### src/rtl/hilo_unit_pkg.sv
// Shared constants and state encoding for the HI/LO multiply/divide unit.
package hilo_unit_pkg;
  localparam int WIDTH     = 24;
  localparam int DIV_STEPS = 24;

  typedef enum logic {
    IDLE = 1'b0,
    DIV  = 1'b1
  } state_t;
endpackage

### src/rtl/hilo_unit_div_step.sv
// One combinational restoring-division step: shift the next dividend bit into
// the partial remainder, trial-subtract the divisor, and keep or restore.
module div_step #(
  parameter int WIDTH = 24
) (
  input  logic [WIDTH-1:0] r,
  input  logic [WIDTH-1:0] q,
  input  logic [WIDTH-1:0] d,
  output logic [WIDTH-1:0] r_next,
  output logic [WIDTH-1:0] q_next
);
  logic [WIDTH-1:0] shifted;
  logic [WIDTH:0]   trial;

  assign shifted = {r[WIDTH-2:0], q[WIDTH-1]};
  // The extra top bit acts as the sign of the trial difference.
  assign trial   = {1'b0, shifted} - {1'b0, d};

  always_comb begin
    r_next = shifted;
    q_next = {q[WIDTH-2:0], 1'b0};
    if (!trial[WIDTH]) begin
      r_next = trial[WIDTH-1:0];
      q_next = {q[WIDTH-2:0], 1'b1};
    end
  end
endmodule

### src/rtl/hilo_unit.sv
// Architectural HI/LO registers fed by the ALU product or by an iterative
// 24-step unsigned restoring divider.
module hilo_unit #(
  parameter int WIDTH = 24
) (
  input  logic               Clock,
  input  logic               ResetN,
  input  logic [2*WIDTH-1:0] MulIn,
  input  logic               MulWrite,
  input  logic [WIDTH-1:0]   A,
  input  logic [WIDTH-1:0]   B,
  input  logic               DivStart,
  output logic [WIDTH-1:0]   HIOut,
  output logic [WIDTH-1:0]   LOOut,
  output logic               Busy,
  output logic               Done,
  output logic               DivByZero
);
  import hilo_unit_pkg::*;

  state_t           state_reg;
  logic [WIDTH-1:0] r_reg, q_reg, d_reg;
  logic [WIDTH-1:0] r_next, q_next;
  logic [4:0]       cnt_reg;
  logic [WIDTH-1:0] hi_reg, lo_reg;
  logic             done_reg, dbz_reg;

  div_step #(.WIDTH(WIDTH)) u_div_step (
    .r      (r_reg),
    .q      (q_reg),
    .d      (d_reg),
    .r_next (r_next),
    .q_next (q_next)
  );

  always_ff @(posedge Clock or negedge ResetN) begin
    if (!ResetN) begin
      state_reg <= IDLE;
      r_reg     <= '0;
      q_reg     <= '0;
      d_reg     <= '0;
      cnt_reg   <= '0;
      hi_reg    <= '0;
      lo_reg    <= '0;
      done_reg  <= 1'b0;
      dbz_reg   <= 1'b0;
    end else begin
      done_reg <= 1'b0;
      case (state_reg)
        IDLE: begin
          // A product write wins over a simultaneous division request.
          if (MulWrite) begin
            hi_reg <= MulIn[2*WIDTH-1:WIDTH];
            lo_reg <= MulIn[WIDTH-1:0];
          end else if (DivStart) begin
            if (B == '0) begin
              hi_reg   <= A;
              lo_reg   <= '1;
              dbz_reg  <= 1'b1;
              done_reg <= 1'b1;
            end else begin
              r_reg     <= '0;
              q_reg     <= A;
              d_reg     <= B;
              cnt_reg   <= '0;
              dbz_reg   <= 1'b0;
              state_reg <= DIV;
            end
          end
        end
        DIV: begin
          r_reg   <= r_next;
          q_reg   <= q_next;
          cnt_reg <= cnt_reg + 5'd1;
          if (cnt_reg == 5'(DIV_STEPS - 1)) begin
            hi_reg    <= r_next;
            lo_reg    <= q_next;
            done_reg  <= 1'b1;
            state_reg <= IDLE;
          end
        end
        default: state_reg <= IDLE;
      endcase
    end
  end

  assign Busy      = (state_reg == DIV);
  assign HIOut     = hi_reg;
  assign LOOut     = lo_reg;
  assign Done      = done_reg;
  assign DivByZero = dbz_reg;
endmodule

### config.mk
export PLATFORM = sky130hd
export DESIGN_NAME = hilo_unit
export DESIGN_NICKNAME = d
export VERILOG_FILES = /design/src/rtl/hilo_unit_pkg.sv /design/src/rtl/hilo_unit_div_step.sv /design/src/rtl/hilo_unit.sv
export SDC_FILE = /design/constraint.sdc
export NUM_CORES = 1
export LEC_CHECK = 0
export CAP_MARGIN = 20
export CORE_MARGIN = 5
export CORE_UTILIZATION = 52
export DETAILED_ROUTE_END_ITERATION = 12
export PLACE_DENSITY = 0.87
export SYNTH_ARGS = -nofsm -noshare
export SYNTH_HDL_FRONTEND = slang
export SYNTH_SLANG_ARGS = --single-unit
### constraint.sdc
create_clock -name Clock -period 4 [get_ports Clock]
set_input_delay 0.8 -clock Clock [delete_from_list [all_inputs] [get_ports Clock]]
set_output_delay 0.8 -clock Clock [all_outputs]
set_load 0.005 [all_outputs]
==> impl_metrics.ini <==
[timing]
fin_crit_ns = 3.51
max_slew.worst_pin.slew_ns = 0.816
fmax_mhz = 285
finalHoldViolations = 0
period_share = 0.878
rsz0062_at_grt = false
slew_headroom = 0.454
slew_violations = 0
tns_ns = 0
setup_violations = 0
fin_skew_ns = 0.0106

[clock_network]
postCtsHoldBufs = 0
clock_latency_ns = 0.43
post_cts_buffers = 0
cts-root-buf = clkbuf_16
cts_tree = built
cts_resized = 0
clkSinkCount = 127
clkSlewWorstSetupHoldPaths_ns = 0.06
cts_max_path_buffers = 2
h-tree-depth = 4
numCtsBuffers = 17

[worst_setup_path]
ff2ff_setup_slack_ns = 0.49
cp_top_family = compound AO/OA/AOI/OAI gates
crit_path_end_kind = flop
crit_start = r_reg[13]
crit_fanout = 14
r2r_end = HIOut[0]
r2r_cells = 9
crit-reg2reg-launch = r_reg[13]
worstPathCellList = ha_1, and2_1, a21o_1, a311o_1, or3_4, o2111ai_2, and2_1, o21ai_0, a221o_1
endpoint = HIOut[0]
cp_common_cell = and2_1
arrival_ns = 3.81
path_class = reg2reg
cp.depth = 9
crit_slowest_cell = and2_1
worst-path-buf-inv = 0
crit_required_ns = 4.30
critPathMaxStageDelay_ns = 0.48
start_kind = flop

[final_layout]
fillers = 936
nNetsFinal = 994
areaGrowthSynthToFinish_pct = 32.7
diodes = 0
layout.cells.non_filler = 1057
drive_above_1_share = 0.0851

[outcome]
status = finished clean

[floorplan]
pin_count = 151
die_x_um = 126
start_util = 0.529
die_h_um = 126
die_area_um2 = 15800
fp.coreArea_um2 = 13200
placementRows = 42

[grt]
grt_use_total = 0.268
antenna_found_initial = 0
grt_pass1_vias = 6270
overflow = 0
grt_pass1_wl_um = 34100
grt_max_degree = 69

[placement]
place_inst = 1025
place_congestion = 0.901
io_buffers = 150
dp_hpwl_um = 15000

[yosys]
ys.flop_type = dfrtp_1
syn_nets = 855
yosysTopAreaCell = dfrtp_1
avgSynthCellArea_um2 = 9.57
synth_edf_count = 0
synthArstFlopShare = 1.00
synth_seq_cells = 127
synth_cells = 729
syn_area_um2 = 6970
synth_area_leaders = dfrtp_1 46%, o21ai_0 6.2%, nand2_1 4.5%
synth_common_cells = 127 x dfrtp_1, 87 x o21ai_0, 84 x nand2_1
synthDistinctLibCells = 61
synth_top_cell_area_share = 0.456
yosys_warnings = 0
synth_most_common_cell = dfrtp_1
yosysSeqAreaShare = 0.456

[detailed_routing]
drt_iter0_markers = 837
postRouteAntennaNets = 0
wl_um = 21100
wire_per_inst_um = 19.9
vias_per_cell = 6.18
drtPass1Iterations = 7
detailroute.via_count = 6537
drc_errors = 0

[power]
switchingPower_mw = 3.55
intPower_mw = 5.08
switching_share = 0.412
seqPwrFrac = 0.273
p_leak_nw = 4.14
comb_power_share = 0.548
powerDensity_nw_per_um2 = 933
p_clk_frac = 0.179
irDropWorstVdd_v = 0.000415

[job]
cap_viol_max_count = 0

[min_path]
min_path_type = in2async
==> how the worst min path moves through the flow <==
stage / to / cells after the start / slack (ns)
6_report: LOOut[16] / 1 / 0.45
5_1_grt: LOOut[14] / 1 / 0.51
4_1_cts: LOOut[14] / 1 / 0.47
3_5_place_dp: LOOut[6] / 2 / 0.47
3_3_place_gp: LOOut[18] / 2 / 0.46
2_1_floorplan: d_reg[0] / 2 / 0.45
==> layer usage <==
metal / vias to the layer above / routed length [um] / GRT usage
met1: 3122 / 8750 / 0.375
met5: - / 0 / 0
met4: 0 / 329 / 0.0688
met2: 414 / 9710 / 0.420
li1: 2977 / - / -
met3: 24 / 2270 / 0.0711
==> cell usage in the layout, fill, tap and decap left out, drive strengths merged, types with 3 or more instances in the layout <==
master,Yosys,layout
and2,6,6
o211ai,5,5
dfrtp,127,127
a2bb2oi,7,7
a211oi,6,6
nand2,85,85
a221o,10,10
mux2i,19,19
nand2b,9,9
xnor2,14,14
nor4,7,7
a211o,3,3
buf,6,15
o21ai,87,87
nand4,3,3
a31oi,4,4
ha,25,25
xor2,6,6
a222oi,23,23
inv,51,55
mux2,17,17
nor2,19,19
clkdlybuf4s50,0,149
nand3,19,19
and3,6,6
nor3,16,16
a22o,17,17
a21o,10,10
o22ai,25,25
a21oi,26,26
clkinv,1,7
clkbuf,38,18
==> power groups by stage <==
stage | logic, mW | clock network, mW | registers, mW
floorplan | 3.24 | 0 | 2.22
global placement | 4.50 | 0 | 2.32
detailed placement | 4.61 | 0 | 2.34
CTS | 4.68 | 1.56 | 2.34
global route | 5.23 | 1.62 | 2.41
finish | 4.73 | 1.55 | 2.36
==> through the flow <==
| step | utilization | instance area (um^2) | worst slack, ns | power [mW] | hold WS, ns |
|---|---|---|---|---|---|
| after floorplan | - | 6970 | 1.07 | 5.46 | 0.448 |
| after global placement | 0.657 | 8670 | 0.544 | 6.83 | 0.460 |
| after detailed placement | 0.657 | 8670 | 0.428 | 6.95 | 0.470 |
| after CTS | 0.702 | 9260 | 0.490 | 8.58 | 0.472 |
| after global routing | 0.702 | 9260 | 0.304 | 9.25 | 0.507 |
| final | 0.702 | 9260 | 0.488 | 8.63 | 0.445 |
==> cell type report <==
type                            instances  area, um^2  area share
Clock buffer                           18         429      0.0464
Clock inverter                         14         159      0.0172
Inverter                               52         195      0.0211
Multi-Input combinational cell        506        3440       0.372
Sequential cell                       127        3180       0.343
Tap cell                              176         220      0.0238
Timing Repair Buffer                  164        1630       0.176
==> kinds of logic (layout without fill, tap and decap cells) <==
family	after synthesis	after routing	share of synthesized area
compound gates	243	243	0.237
simple gates	181	181	0.124
flops	127	127	0.456
buf+inv	96	248	0.0537
mux	36	36	0.0569
fa+ha+maj	26	26	0.0477
xor+xnor	20	20	0.0251
No activity file was read; power rests on OpenSTA's default activity.
